===== src/rtl/mux_scan_pkg.sv =====
// mux_scan_pkg: shared types and constants for the 4:1 mux scan sequencer.
//   state_e   - sequencer FSM states (IDLE / SCAN / DONE)
//   CH_COUNT  - number of mux channels walked per scan
//   SEL_W     - width of the mux select bus {s1,s0}
//   SETTLE_W  - width of the per-channel settle counter
//   sel_next  - select increment with natural wrap at CH_COUNT
package mux_scan_pkg;

    typedef enum logic [1:0] {
        IDLE = 2'd0,
        SCAN = 2'd1,
        DONE = 2'd2
    } state_e;

    localparam int CH_COUNT = 4;
    localparam int SEL_W    = 2;
    localparam int SETTLE_W = 8;

    // Advance the channel select; the 2-bit width provides the 3 -> 0 wrap.
    function automatic logic [SEL_W-1:0] sel_next(input logic [SEL_W-1:0] sel);
        return sel + {{(SEL_W-1){1'b0}}, 1'b1};
    endfunction

endpackage


===== src/rtl/mux_scan_timer.sv =====
// mux_scan_timer: per-channel settle timer for the mux scan sequencer.
// Counts the cycles a select value has been held and raises tick during the
// last of SETTLE_CYCLES cycles, so the capture happens on the edge ending it.
// The counter reloads to zero on each channel entry (after a tick), whenever
// the sequencer is not scanning, and on abort.
// Ports:
//   clk    in  clock, rising edge
//   rst    in  asynchronous active-high reset
//   run    in  sequencer is in SCAN
//   abort  in  cancel request; suppresses tick and clears the count
//   tick   out one-cycle capture strobe for the current channel
module mux_scan_timer
    import mux_scan_pkg::*;
#(
    parameter int SETTLE_CYCLES = 1
) (
    input  logic clk,
    input  logic rst,
    input  logic run,
    input  logic abort,
    output logic tick
);

    localparam logic [SETTLE_W-1:0] SETTLE_LAST = SETTLE_W'(SETTLE_CYCLES - 1);

    logic [SETTLE_W-1:0] cnt_r;
    logic                tick_s;

    // Capture strobe: last settle cycle of the current channel, unless aborted.
    always_comb begin
        tick_s = 1'b0;
        if (run && !abort && (cnt_r == SETTLE_LAST)) begin
            tick_s = 1'b1;
        end else begin
            tick_s = 1'b0;
        end
    end

    // Settle counter: restarts at every channel entry, counts while scanning.
    always_ff @(posedge clk or posedge rst) begin
        if (rst) begin
            cnt_r <= {SETTLE_W{1'b0}};
        end else if (!run || abort || tick_s) begin
            cnt_r <= {SETTLE_W{1'b0}};
        end else begin
            cnt_r <= cnt_r + {{(SETTLE_W-1){1'b0}}, 1'b1};
        end
    end

    assign tick = tick_s;

endmodule


===== src/rtl/mux_scan_ctrl.sv =====
// mux_scan_ctrl: sequencer driving the select lines of a 4:1 mux. On start it
// walks channels 0..3, holds each select for SETTLE_CYCLES cycles, captures
// mux_out once per channel into a shadow register and publishes the full
// 4-bit snapshot on sample together with a one-cycle done pulse.
// Optional feature (macro MUX_SCAN_CHANGE_EN): keeps the previous completed
// snapshot and raises changed during DONE when the new sample differs from
// it. Without the macro, changed is tied low.
// Ports:
//   clk      in  clock, rising edge
//   rst      in  asynchronous active-high reset
//   start    in  scan request, honoured in IDLE only
//   abort    in  synchronous cancel, honoured in SCAN only
//   mux_out  in  output of the scanned mux
//   s1, s0   out registered mux select
//   busy     out high while not IDLE
//   done     out one-cycle pulse, sample freshly updated
//   sample   out bit i = mux_out captured with select i
//   changed  out snapshot-changed flag (DONE cycle only)
module mux_scan_ctrl
    import mux_scan_pkg::*;
#(
    parameter int SETTLE_CYCLES = 1
) (
    input  logic       clk,
    input  logic       rst,
    input  logic       start,
    input  logic       abort,
    input  logic       mux_out,
    output logic       s1,
    output logic       s0,
    output logic       busy,
    output logic       done,
    output logic [3:0] sample,
    output logic       changed
);

    localparam logic [SEL_W-1:0] LAST_SEL = SEL_W'(CH_COUNT - 1);

    state_e                state_r;
    state_e                state_nxt_s;
    logic                  busy_r;
    logic                  done_r;
    logic                  busy_nxt_s;
    logic                  done_nxt_s;
    logic [SEL_W-1:0]      sel_r;
    logic [CH_COUNT-1:0]   shadow_r;
    logic [CH_COUNT-1:0]   sample_r;
    logic [CH_COUNT-1:0]   new_sample_s;
    logic                  run_s;
    logic                  tick_s;
    logic                  last_cap_s;

    assign run_s = (state_r == SCAN);

    mux_scan_timer #(
        .SETTLE_CYCLES (SETTLE_CYCLES)
    ) u_timer (
        .clk   (clk),
        .rst   (rst),
        .run   (run_s),
        .abort (abort),
        .tick  (tick_s)
    );

    // Final capture of a scan: tick already excludes an aborting edge.
    assign last_cap_s   = run_s && tick_s && (sel_r == LAST_SEL);
    assign new_sample_s = {mux_out, shadow_r[CH_COUNT-2:0]};

    // FSM state register plus registered busy/done decoded from next state.
    always_ff @(posedge clk or posedge rst) begin
        if (rst) begin
            state_r <= IDLE;
            busy_r  <= 1'b0;
            done_r  <= 1'b0;
        end else begin
            state_r <= state_nxt_s;
            busy_r  <= busy_nxt_s;
            done_r  <= done_nxt_s;
        end
    end

    // Next-state logic; abort wins over a capture on the same edge.
    always_comb begin
        state_nxt_s = state_r;
        case (state_r)
            IDLE: begin
                if (start) begin
                    state_nxt_s = SCAN;
                end else begin
                    state_nxt_s = IDLE;
                end
            end
            SCAN: begin
                if (abort) begin
                    state_nxt_s = IDLE;
                end else if (last_cap_s) begin
                    state_nxt_s = DONE;
                end else begin
                    state_nxt_s = SCAN;
                end
            end
            DONE:    state_nxt_s = IDLE;
            default: state_nxt_s = IDLE;
        endcase
    end

    // Output decode of the upcoming state, registered above.
    always_comb begin
        busy_nxt_s = 1'b0;
        done_nxt_s = 1'b0;
        case (state_nxt_s)
            IDLE: begin
                busy_nxt_s = 1'b0;
                done_nxt_s = 1'b0;
            end
            SCAN: begin
                busy_nxt_s = 1'b1;
                done_nxt_s = 1'b0;
            end
            DONE: begin
                busy_nxt_s = 1'b1;
                done_nxt_s = 1'b1;
            end
            default: begin
                busy_nxt_s = 1'b0;
                done_nxt_s = 1'b0;
            end
        endcase
    end

    // Select walk, per-channel capture into shadow, snapshot publish.
    always_ff @(posedge clk or posedge rst) begin
        if (rst) begin
            sel_r    <= {SEL_W{1'b0}};
            shadow_r <= {CH_COUNT{1'b0}};
            sample_r <= {CH_COUNT{1'b0}};
        end else if (run_s) begin
            if (abort) begin
                sel_r    <= {SEL_W{1'b0}};
                shadow_r <= {CH_COUNT{1'b0}};
            end else if (tick_s) begin
                shadow_r[sel_r] <= mux_out;
                sel_r           <= sel_next(sel_r);
                if (last_cap_s) begin
                    sample_r <= new_sample_s;
                end else begin
                    sample_r <= sample_r;
                end
            end else begin
                sel_r <= sel_r;
            end
        end else begin
            // IDLE and DONE park the select at channel 0; a new scan starts clean.
            sel_r <= {SEL_W{1'b0}};
            if ((state_r == IDLE) && start) begin
                shadow_r <= {CH_COUNT{1'b0}};
            end else begin
                shadow_r <= shadow_r;
            end
        end
    end

    assign s1     = sel_r[1];
    assign s0     = sel_r[0];
    assign busy   = busy_r;
    assign done   = done_r;
    assign sample = sample_r;

`ifdef MUX_SCAN_CHANGE_EN
    logic [CH_COUNT-1:0] prev_r;
    logic                changed_r;

    // Compare each completed snapshot with the previous one; aborted scans
    // never reach last_cap_s and so leave prev_r untouched.
    always_ff @(posedge clk or posedge rst) begin
        if (rst) begin
            prev_r    <= {CH_COUNT{1'b0}};
            changed_r <= 1'b0;
        end else if (last_cap_s) begin
            prev_r    <= new_sample_s;
            changed_r <= (new_sample_s != prev_r);
        end else begin
            changed_r <= 1'b0;
        end
    end

    assign changed = changed_r;
`else
    assign changed = 1'b0;
`endif

endmodule


===== config.mk =====
export PLATFORM = sky130hd
export DESIGN_NAME = mux_scan_ctrl
export DESIGN_NICKNAME = d
export VERILOG_FILES = /design/src/rtl/mux_scan_pkg.sv /design/src/rtl/mux_scan_timer.sv /design/src/rtl/mux_scan_ctrl.sv
export SDC_FILE = /design/constraint.sdc
export NUM_CORES = 1
export LEC_CHECK = 0
export ABC_AREA = 1
export CORE_MARGIN = 2
export CORE_UTILIZATION = 65
export DETAILED_ROUTE_END_ITERATION = 12
export DONT_BUFFER_PORTS = 1
export PLACE_DENSITY_LB_ADDON = 0.05
export SLEW_MARGIN = 20
export SYNTH_ARGS = -nofsm -noshare
export SYNTH_HDL_FRONTEND = slang
export SYNTH_SLANG_ARGS = --single-unit

===== constraint.sdc =====
create_clock -name clk -period 3.2 [get_ports clk]
set_input_delay 0.64 -clock clk [delete_from_list [all_inputs] [get_ports clk]]
set_output_delay 0.64 -clock clk [all_outputs]
set_load 0.01 [all_outputs]

==> impl_results.md, run 1 <==
- Peak Freq: 617.8 MHz
- CTS H-Tree Depth: 1
- CTS tree: built
- Synth area leaders: dfrtp_1, nand2_1, ha_1
- Core box area: approximately 0.0017 mm²
- Overall Global Routing Usage: 0.1961
- Initial antenna violation count: 0
- DIE HEIGHT: between 40 and 50 µm
- Clock power frac: 0.274
- Post-layout net count: 148
- Outcome: completed
- Final hold violation count: 0
- # rows: 15
- Clk_lat worst skew: 0.30 ns
- DRT Wirelength: 1813 µm
- Fraction of final layout cells sized beyond drive strength 1: 0.1111
- Logic gate share of total power: 0.110
- Net count after synthesis: 146
- Register area: 525.5 µm²
- Seq pwr share: 0.616
- Fin crit share: 0.5059
- Yosys top cell by area: dfrtp_1
- Drt drc: 0
- Critical Path Sink Type: register
- Post-CTS setup buffer count: 0
- Clock net sink count: 21
- Final HPWL DP: 1358 µm
- Max-slew violations: 0
- Total grt overflow: 0
- CP bufs+invs: 4
- P_leak: 0.0006185 µW
- CP peak stage delay: 0.42 ns
- Clock Tree Buf Depth: 2
- Fill cells: approximately 140
- Cell area power density: slightly below 400 mW/mm²
- Most frequent cells after synthesis: nand2_1, dfrtp_1, inv_1
- Slew @ Worst Pin: 0.7626 ns
- Clk Tree Root Cell: clkbuf_4
- Syn. warnings: 0
- Ant. Diodes: 0
- Num CTS Buffers: 3
- Most numerous cell in the Yosys netlist: nand2_1
- Multi-input gate area: 501.7 µm²
- Critical path class: reg2reg
- Clock Pin Slew Worst Setup and Hold Paths: 0.12 ns
- Drt first pass iters: 4
- Setup violations, final: 0
- Initial DRC count: 24
- Maximum VDD drop: 0.0003195 V
- Skew final: 0.006026 ns
- Tmin final: 1.619 ns
- Slowest CP cell: dfrtp_1
- Vias per cell: approximately 5.4
- Critical Path, Cell by Cell: inv_1 -> ha_1 -> nand2_1 -> nor2_1 -> nand2_2 -> inv_2 -> nand3_2 -> inv_1 -> ha_1 -> inv_1
- Syn Area/Cell: between 8 and 9 µm²
- WL/cell: 11.93 µm
- Mapped Cells: around 130
- Max FO, Critical Path: 8
- Critical Path AT: 1.86 ns
- Main flop type after synthesis: dfrtp_1
- WP data required: roughly 3.5 ns
- Area Growth Syn to Fin: 1.641%
- Async S/R FF share, synth: 1.000
- Vias in the first global route: 709
- Vias: 815
- Post_cts resized: 0
- Hold Buf Count CTS: 0
- Initial Util: 0.6770
- Max_slew headroom: 0.4911
- Internal power: 337.5 µW
- Synthesized area: 0.001144 mm²
- Top cell type's share of synthesized area: 0.4595
- Family with the most delay on the worst path: flip-flops
- Total of max-cap violations: 0
- Post-synth EDFFs: 0
- Gpl congestion: approximately 0.8
- RSZ-0062 raised after global routing: no
- Most used cell, CP: inv_1
- Final setup TNS: 0 ns
- Die ar.: 0.002111 mm²
- Placed cell count: 148
- Die X: approximately 46 µm
- IO buf count: 0
- Synth cell types: 25
- Worst Hold Class: in2async
- I/O pin count: 14
- Antenna Violating Nets Remaining: 0
- Crit start category: register
- Post-layout instance count excluding filler cells: 152
- Net Sw Frac: 0.2697
- Seq/Total Area, Yosys: 0.4595
- Power Total: 462.1 µW
- #FFs+latches synth: 21
- Largest net degree at the start of global routing: 22
- Global-route wire length before repair: 3015 µm
- Sw power: 124.6 µW
## power groups by stage
stage | Clock [µW] | Combinational (µW) | Sequential, µW
after floorplan | 0 | 45.7 | 288
after global placement | 0 | 49.2 | 290
after detailed placement | 0 | 50.4 | 290
after CTS | 128 | 51.1 | 285
after global routing | 137 | 58.4 | 286
final | 127 | 50.8 | 285
## per-layer routing
layer | global-route usage | wire, µm | up-vias | part of all wire
met5 | 0 | 0 | - | 0
met4 | 0.05143 | 25 | 0 | 0.014
met3 | 0.02778 | 57 | 4 | 0.031
met2 | 0.3194 | 914 | 20 | 0.50
met1 | 0.2720 | 815 | 374 | 0.45
li1 | - | - | 417 | -
## worst paths after layout
path	from	slack, ns	end	cells past startpoint
min	rst	0.35	u_timer.cnt_r[3]$_DFF_PP0_	1
max in group asynchronous	rst	2.38	u_timer.cnt_r[1]$_DFF_PP0_	1
min in group clk	mux_out	0.48	sample[3]$_DFFE_PP0P_	2
min reg2reg	shadow_r[2]$_DFFE_PP0P_	0.49	shadow_r[2]$_DFFE_PP0P_	2
max	u_timer.cnt_r[0]$_DFF_PP0_	1.58	busy$_DFF_PP0_	10
max reg2reg	u_timer.cnt_r[0]$_DFF_PP0_	1.58	busy$_DFF_PP0_	10
## area by class of cell
class                      count  area share
multi-input combinational     87      0.4316
tap                           17     0.01830
clock inverter                 1    0.004306
sequential                    21      0.4521
inverter                      23     0.07427
clock buffer                   3     0.01938
## flip-flops by register name (all words and copies together), names as in the netlist
name / flops
shadow_r: 3
done: 1
state_r: 2
sample: 4
sel_r: 2
busy: 1
u_timer.cnt_r: 8
## placed cells by master (no fill, tap or decap)
cell type / count
nand3_1: 10
a21boi_1: 1
nor3_1: 3
nor3b_2: 1
nand2_1: 28
clkbuf_4: 3
inv_1: 21
o21a_1: 1
nor2_2: 1
nor3_2: 2
nand3_2: 1
nand4_1: 7
nor2_1: 14
clkinv_2: 1
o21ai_0: 3
nand2_2: 2
nor3b_1: 1
a21oi_1: 1
nor2_8: 1
dfrtp_1: 21
conb_1: 1
xor2_1: 1
nand2_4: 1
inv_2: 2
ha_1: 7
## kinds of logic after synthesis
family / after synthesis / share of synthesized area
simple gates: 72 / 0.3206
buf+inv: 26 / 0.1018
flops: 21 / 0.4595
fa+ha+maj: 7 / 0.07658
compound gates: 6 / 0.03063
xor+xnor: 1 / 0.007660
other cells: 1 / 0.003279
## per-stage QoR
| step | setup slack [ns] | util | hold slack [ns] | instance area, µm² |
|---|---|---|---|---|
| 2_1_floorplan | 1.701 | - | 0.4421 | 1144 |
| 3_3_place_gp | 1.671 | 0.6719 | 0.4585 | 1135 |
| 3_5_place_dp | 1.611 | 0.6719 | 0.4641 | 1135 |
| 4_1_cts | 1.566 | 0.6881 | 0.3771 | 1162 |
| 5_1_grt | 1.426 | 0.6881 | 0.4242 | 1162 |
| 6_report | 1.581 | 0.6881 | 0.3487 | 1162 |
Note: power is estimated with default switching activity, not from simulation.
==> run 2: changes to the inputs <==
--- a/config.mk
+++ b/config.mk
@@ -7,7 +7,7 @@
 export LEC_CHECK = 0
 export ABC_AREA = 1
 export CORE_MARGIN = 2
-export CORE_UTILIZATION = 65
+export CORE_UTILIZATION = 55
 export DETAILED_ROUTE_END_ITERATION = 12
 export DONT_BUFFER_PORTS = 1
 export PLACE_DENSITY_LB_ADDON = 0.05
==> constraint.sdc (replaced) <==
create_clock -name clk -period 1.37 [get_ports clk]
set_input_delay 0.274 -clock clk [delete_from_list [all_inputs] [get_ports clk]]
set_output_delay 0.274 -clock clk [all_outputs]
set_load 0.01 [all_outputs]
==> impl_results.md, run 2 (synthesis results as in run 1) <==
- Global-route wire length before repair: 3739 µm
- Critical Path Sink Type: register
- Antenna Violating Nets Remaining: 0
- Vias per cell: 4.852
- Fraction of final layout cells sized beyond drive strength 1: 0.2752
- Die X: 49.60 µm
- Max FO, Critical Path: 4
- Fin crit share: 1.023
- Final HPWL DP: approximately 1500 µm
- Ant. Diodes: 0
- Global routing usage on met3: 0.04545
- Area Growth Syn to Fin: 17.83%
- Largest net degree at the start of global routing: 17
- Cell area power density: 814.0 mW/mm²
- Initial Util: 0.5829
- Num CTS Buffers: 3
- Busiest grt layer: met2
- IO buf count: 0
- WP data required: 1.61 ns
- Final hold violation count: 0
- Setup violations, final: 1
- Worst slack, placed: -0.1004 ns
- Tmin final: 1.402 ns
- Met2 GRT Util: 0.3667
- I/O pin count: 14
- Vias in the first global route: 911
- Overall Global Routing Usage: 0.1987
- Final setup TNS: -0.03196 ns
- DRT Wirelength: 1996 µm
- Vias: 854
- Max FFs per register: 8
- Clock Tree Buf Depth: 2
- Biggest register: u_timer.cnt_r
- Post-CTS setup buffer count: 0
- Clk_lat worst skew: 0.30 ns
- P_leak: 0.0006966 µW
- Drt drc: 0
- WL/cell: about 11 µm
- Placement Cell Area: 0.001257 mm²
- Fin util: 0.6869
- Crit start category: register
- Total grt overflow: 0
- Post-layout net count: 162
- RSZ-0062 raised after global routing: yes
- Critical path class: reg2reg
- Most frequent cells in the layout: nand2_1, dfrtp_1, inv_1, nor2_1, buf_4
- Worst Hold Class: in2reg
- Met1 Usage GRT: 0.2209
- Outcome: complete, but fails checks
- Initial DRC count: 13
- Initial antenna violation count: 0
- Drt first pass iters: 4
- Clock net sink count: 21
- Max-slew violations: 0
- Core box area: 0.001962 mm²
- Setup WS post-layout: -0.03196 ns
- # rows: 16
- Die ar.: 0.002460 mm²
- Gpl congestion: roughly 0.77
- Clk Tree Root Cell: clkbuf_4
- DIE HEIGHT: 49.60 µm
- Skew final: 0.005731 ns
- Total of max-cap violations: 0
- Clock Pin Slew Worst Setup and Hold Paths: 0.11 ns
- Critical Path AT: 1.64 ns
- Fin area: approximately 0.0013 mm²
- Maximum VDD drop: 0.0006524 V
- Failing checks: setup timing
- CTS H-Tree Depth: 1
- CTS tree: built
- Peak Freq: 713.3 MHz
[run 2: changes by cell type in the layout (fill, tap and decap cells not counted), sizes merged]
| cell | before | now |
|---|---|---|
| dlygate4sd3 | 0 | 1 |
| clkbuf | 3 | 4 |
| buf | 0 | 13 |
| clkinv | 1 | 0 |
[run 2: worst max-delay path, cell delays in order (launching register included)]
cell      delay [ns]
dfrtp_1         0.41
inv_2           0.07
ha_4            0.12
nand2_2         0.04
nor2_2          0.09
nand2_2         0.10
inv_4           0.09
a21boi_2        0.05
nor2_1          0.11
ha_1            0.23
inv_1           0.06
[run 2: metal layers]
layer  vias to the layer above  part of all wire
li1                        449                 -
met1                       393              0.44
met2                        10              0.52
met3                         2             0.033
met4                         0            0.0065
met5                         -                 0
[run 2: stage by stage]
step	power (µW)	instances	hold slack [ns]
after floorplan	780.6	134	0.2505
after global placement	808.0	171	0.1429
after detailed placement	811.0	171	0.1470
after CTS	1105	176	0.1106
after global routing	1161	176	0.1025
final	1097	176	0.1101
[run 2: where the power goes]
part,internal (µW),switching [µW]
clock,113,178
combinational,56.1,89.3
sequential,641,18.7
[run 2: path summary, 6_finish.rpt]
| path | slack (ns) | end | from | depth (start not counted) |
|---|---|---|---|---|
| worst max-delay path | -0.03 | busy$_DFF_PP0_ | u_timer.cnt_r[1]$_DFF_PP0_ | 10 |
| worst min-delay path | 0.11 | sample[3]$_DFFE_PP0P_ | mux_out | 2 |
| worst max register to register | -0.03 | busy$_DFF_PP0_ | u_timer.cnt_r[1]$_DFF_PP0_ | 10 |
| worst min register to register | 0.48 | shadow_r[1]$_DFFE_PP0P_ | shadow_r[1]$_DFFE_PP0P_ | 2 |
| max in group asynchronous | 0.51 | state_r[1]$_DFF_PP0_ | rst | 3 |
| min in group asynchronous | 0.37 | u_timer.cnt_r[4]$_DFF_PP0_ | rst | 2 |
[run 2: final cells by class]
cell class              instances  area [µm²]
repair buffers                 14       115.1
flip-flops and latches         21       525.5
inverters                      23       88.84
well taps                      27       33.78
clock buffers                   4       26.28
fillers                       180       614.3
multi-input cells              87       558.0
[run 2: repair_timing]
action | CTS | global route
resized for setup | 2 | 17
endpoints found under the hold margin | 8 | 0
cloned | 0 | 0
setup endpoints to repair | 10 | 17
hold buffers | 1 | 0
pin swaps | 6 | 3
==> run 3: changes to the inputs <==
--- a/config.mk
+++ b/config.mk
@@ -6,7 +6,7 @@
 export NUM_CORES = 1
 export LEC_CHECK = 0
 export ABC_AREA = 1
-export CORE_MARGIN = 2
+export CORE_MARGIN = 4
 export CORE_UTILIZATION = 55
 export DETAILED_ROUTE_END_ITERATION = 12
 export DONT_BUFFER_PORTS = 1
==> constraint.sdc (replaced) <==
create_clock -name clk -period 1.2 [get_ports clk]
set_input_delay 0.24 -clock clk [delete_from_list [all_inputs] [get_ports clk]]
set_output_delay 0.24 -clock clk [all_outputs]
set_load 0.01 [all_outputs]
==> impl_results.md, run 3 (synthesis results as in run 1) <==
- CTS H-Tree Depth: 1
- Die ar.: 0.002873 mm²
- Fin crit share: 1.170
- Seq pwr share: 0.584
- Net Sw Frac: 0.2720
- Biggest register: u_timer.cnt_r
- Fraction of final layout cells sized beyond drive strength 1: 0.3374
- CTS tree: built
- Global routing usage on met3: 0.03878
- Power Total: 1294 µW
- Core box area: 0.001962 mm²
- Gpl congestion: 0.7584
- Setup WS post-layout: -0.2041 ns
- Clock power frac: 0.260
- Die X: 53.60 µm
- Overall Global Routing Usage: 0.1908
- Clock net sink count: 21
- Vias per cell: 4.958
- Largest net degree at the start of global routing: 16
- Skew final: approximately 0.0040 ns
- Met1 Usage GRT: 0.2199
- Worst Hold Class: in2reg
- WP data required: 1.45 ns
- Final HPWL DP: roughly 1600 µm
- I/O pin count: 14
- Num CTS Buffers: 3
- Sw power: 352.0 µW
- Hold path depth: 2
- Met2 GRT Util: 0.3429
- Busiest grt layer: met2
- Tmin final: around 1.4 ns
- Clock Pin Slew Worst Setup and Hold Paths: 0.12 ns
- Initial Util: 0.5829
- Total of max-cap violations: 0
- Global-route wire length before repair: 3884 µm
- RSZ-0062 raised after global routing: yes
- P_leak: between 0.0007 and 0.0008 µW
- Internal power: 942.1 µW
- Max FO, Critical Path: 4
- Setup violations, final: 20
- Total grt overflow: 0
- Max FFs per register: 8
- Outcome: complete, but fails checks
- Critical path class: reg2reg
- Antenna Violating Nets Remaining: 0
- Most common cell after layout, fill and taps aside: buf_4
- Initial DRC count: 20
- Fin util: 0.7494
- # rows: 16
- Peak Freq: 712.2 MHz
- Logic gate share of total power: 0.156
- Ant. Diodes: 0
- FF-to-FF path depth: 10
- Failing checks: setup timing
- Initial antenna violation count: 0
- Max-slew violations: 0
- Maximum VDD drop: ~0.00068 V
- IO buf count: 0
- Cell area power density: between 800 and 900 mW/mm²
- Critical Path Sink Type: register
- Final hold violation count: 0
- Clock Tree Buf Depth: 2
- Vias: 942
- Most frequent cells in the layout: buf_4, nand2_1, dfrtp_1, inv_1, nor2_1
- Area Growth Syn to Fin: 28.56%
- DIE HEIGHT: ~54 µm
- Final setup TNS: -2.442 ns
- DRT Wirelength: around 2200 µm
- WL/cell: roughly 11 µm
- Clk_lat worst skew: approximately 0.3 ns
- Drt drc: 0
- Crit start category: register
- Clk Tree Root Cell: clkbuf_4
- WHS: 0.07247 ns
- Vias in the first global route: about 940
- Critical Path AT: around 1.7 ns
- Post-layout net count: 176
- Drt first pass iters: 4
## run 3: worst paths after layout
kind,startpoint,end,slack (ns)
worst max-delay path,u_timer.cnt_r[0]$_DFF_PP0_,busy$_DFF_PP0_,-0.20
worst min-delay path,mux_out,sample[3]$_DFFE_PP0P_,0.07
worst max register to register,u_timer.cnt_r[0]$_DFF_PP0_,busy$_DFF_PP0_,-0.20
worst min register to register,shadow_r[1]$_DFFE_PP0P_,shadow_r[1]$_DFFE_PP0P_,0.50
max in group asynchronous,rst,u_timer.cnt_r[2]$_DFF_PP0_,0.51
min in group asynchronous,rst,done$_DFF_PP0_,0.32
## run 3: stage by stage
stage | cell area [µm²] | setup WS, ns | instances
finish | 1470 | -0.2041 | 190
global route | 1470 | -0.3306 | 190
CTS | 1430 | -0.2484 | 190
detailed placement | 1335 | -0.2541 | 179
global placement | 1335 | -0.2106 | 179
floorplan | 1161 | -0.2158 | 134
## run 3: area by class of cell
class                   count  area, µm²
flip-flops and latches     21      525.5
fillers                   158      491.7
clock inverters             1      5.005
inverters                  23      88.84
clock buffers               3      22.52
multi-input cells          88      569.3
repair buffers             27      225.2
well taps                  27      33.78
## run 3: what timing repair did
item / CTS / global route
buffers inserted: 5 / 1
cloned: 1 / 0
endpoints found under the hold margin: 6 / 0
hold buffers: 1 / 0
pin swaps: 6 / 7
setup endpoints to repair: 18 / 21
resized for setup: 3 / 13
## run 3: per-layer routing
| layer | share of wire | wire [µm] |
|---|---|---|
| met4 | 0.0069 | 15 |
| met1 | 0.43 | 925 |
| met5 | 0 | 0 |
| met3 | 0.048 | 105 |
| met2 | 0.52 | 1125 |
## run 3: worst max-delay path, cell delays in order (launching register included)
cell	delay [ns]
dfrtp_1	0.40
inv_1	0.06
ha_2	0.16
nand2_2	0.05
nor2_2	0.08
nand2_2	0.08
inv_4	0.08
a21boi_2	0.05
nor2_1	0.11
ha_1	0.23
inv_1	0.06
## run 3: power by group through the flow
stage | Combinational [µW] | Clock, µW | Sequential [µW]
3_5_place_dp | 187 | 0 | 769
5_1_grt | 227 | 381 | 760
6_report | 202 | 337 | 756
3_3_place_gp | 183 | 0 | 768
2_1_floorplan | 127 | 0 | 770
4_1_cts | 196 | 347 | 755
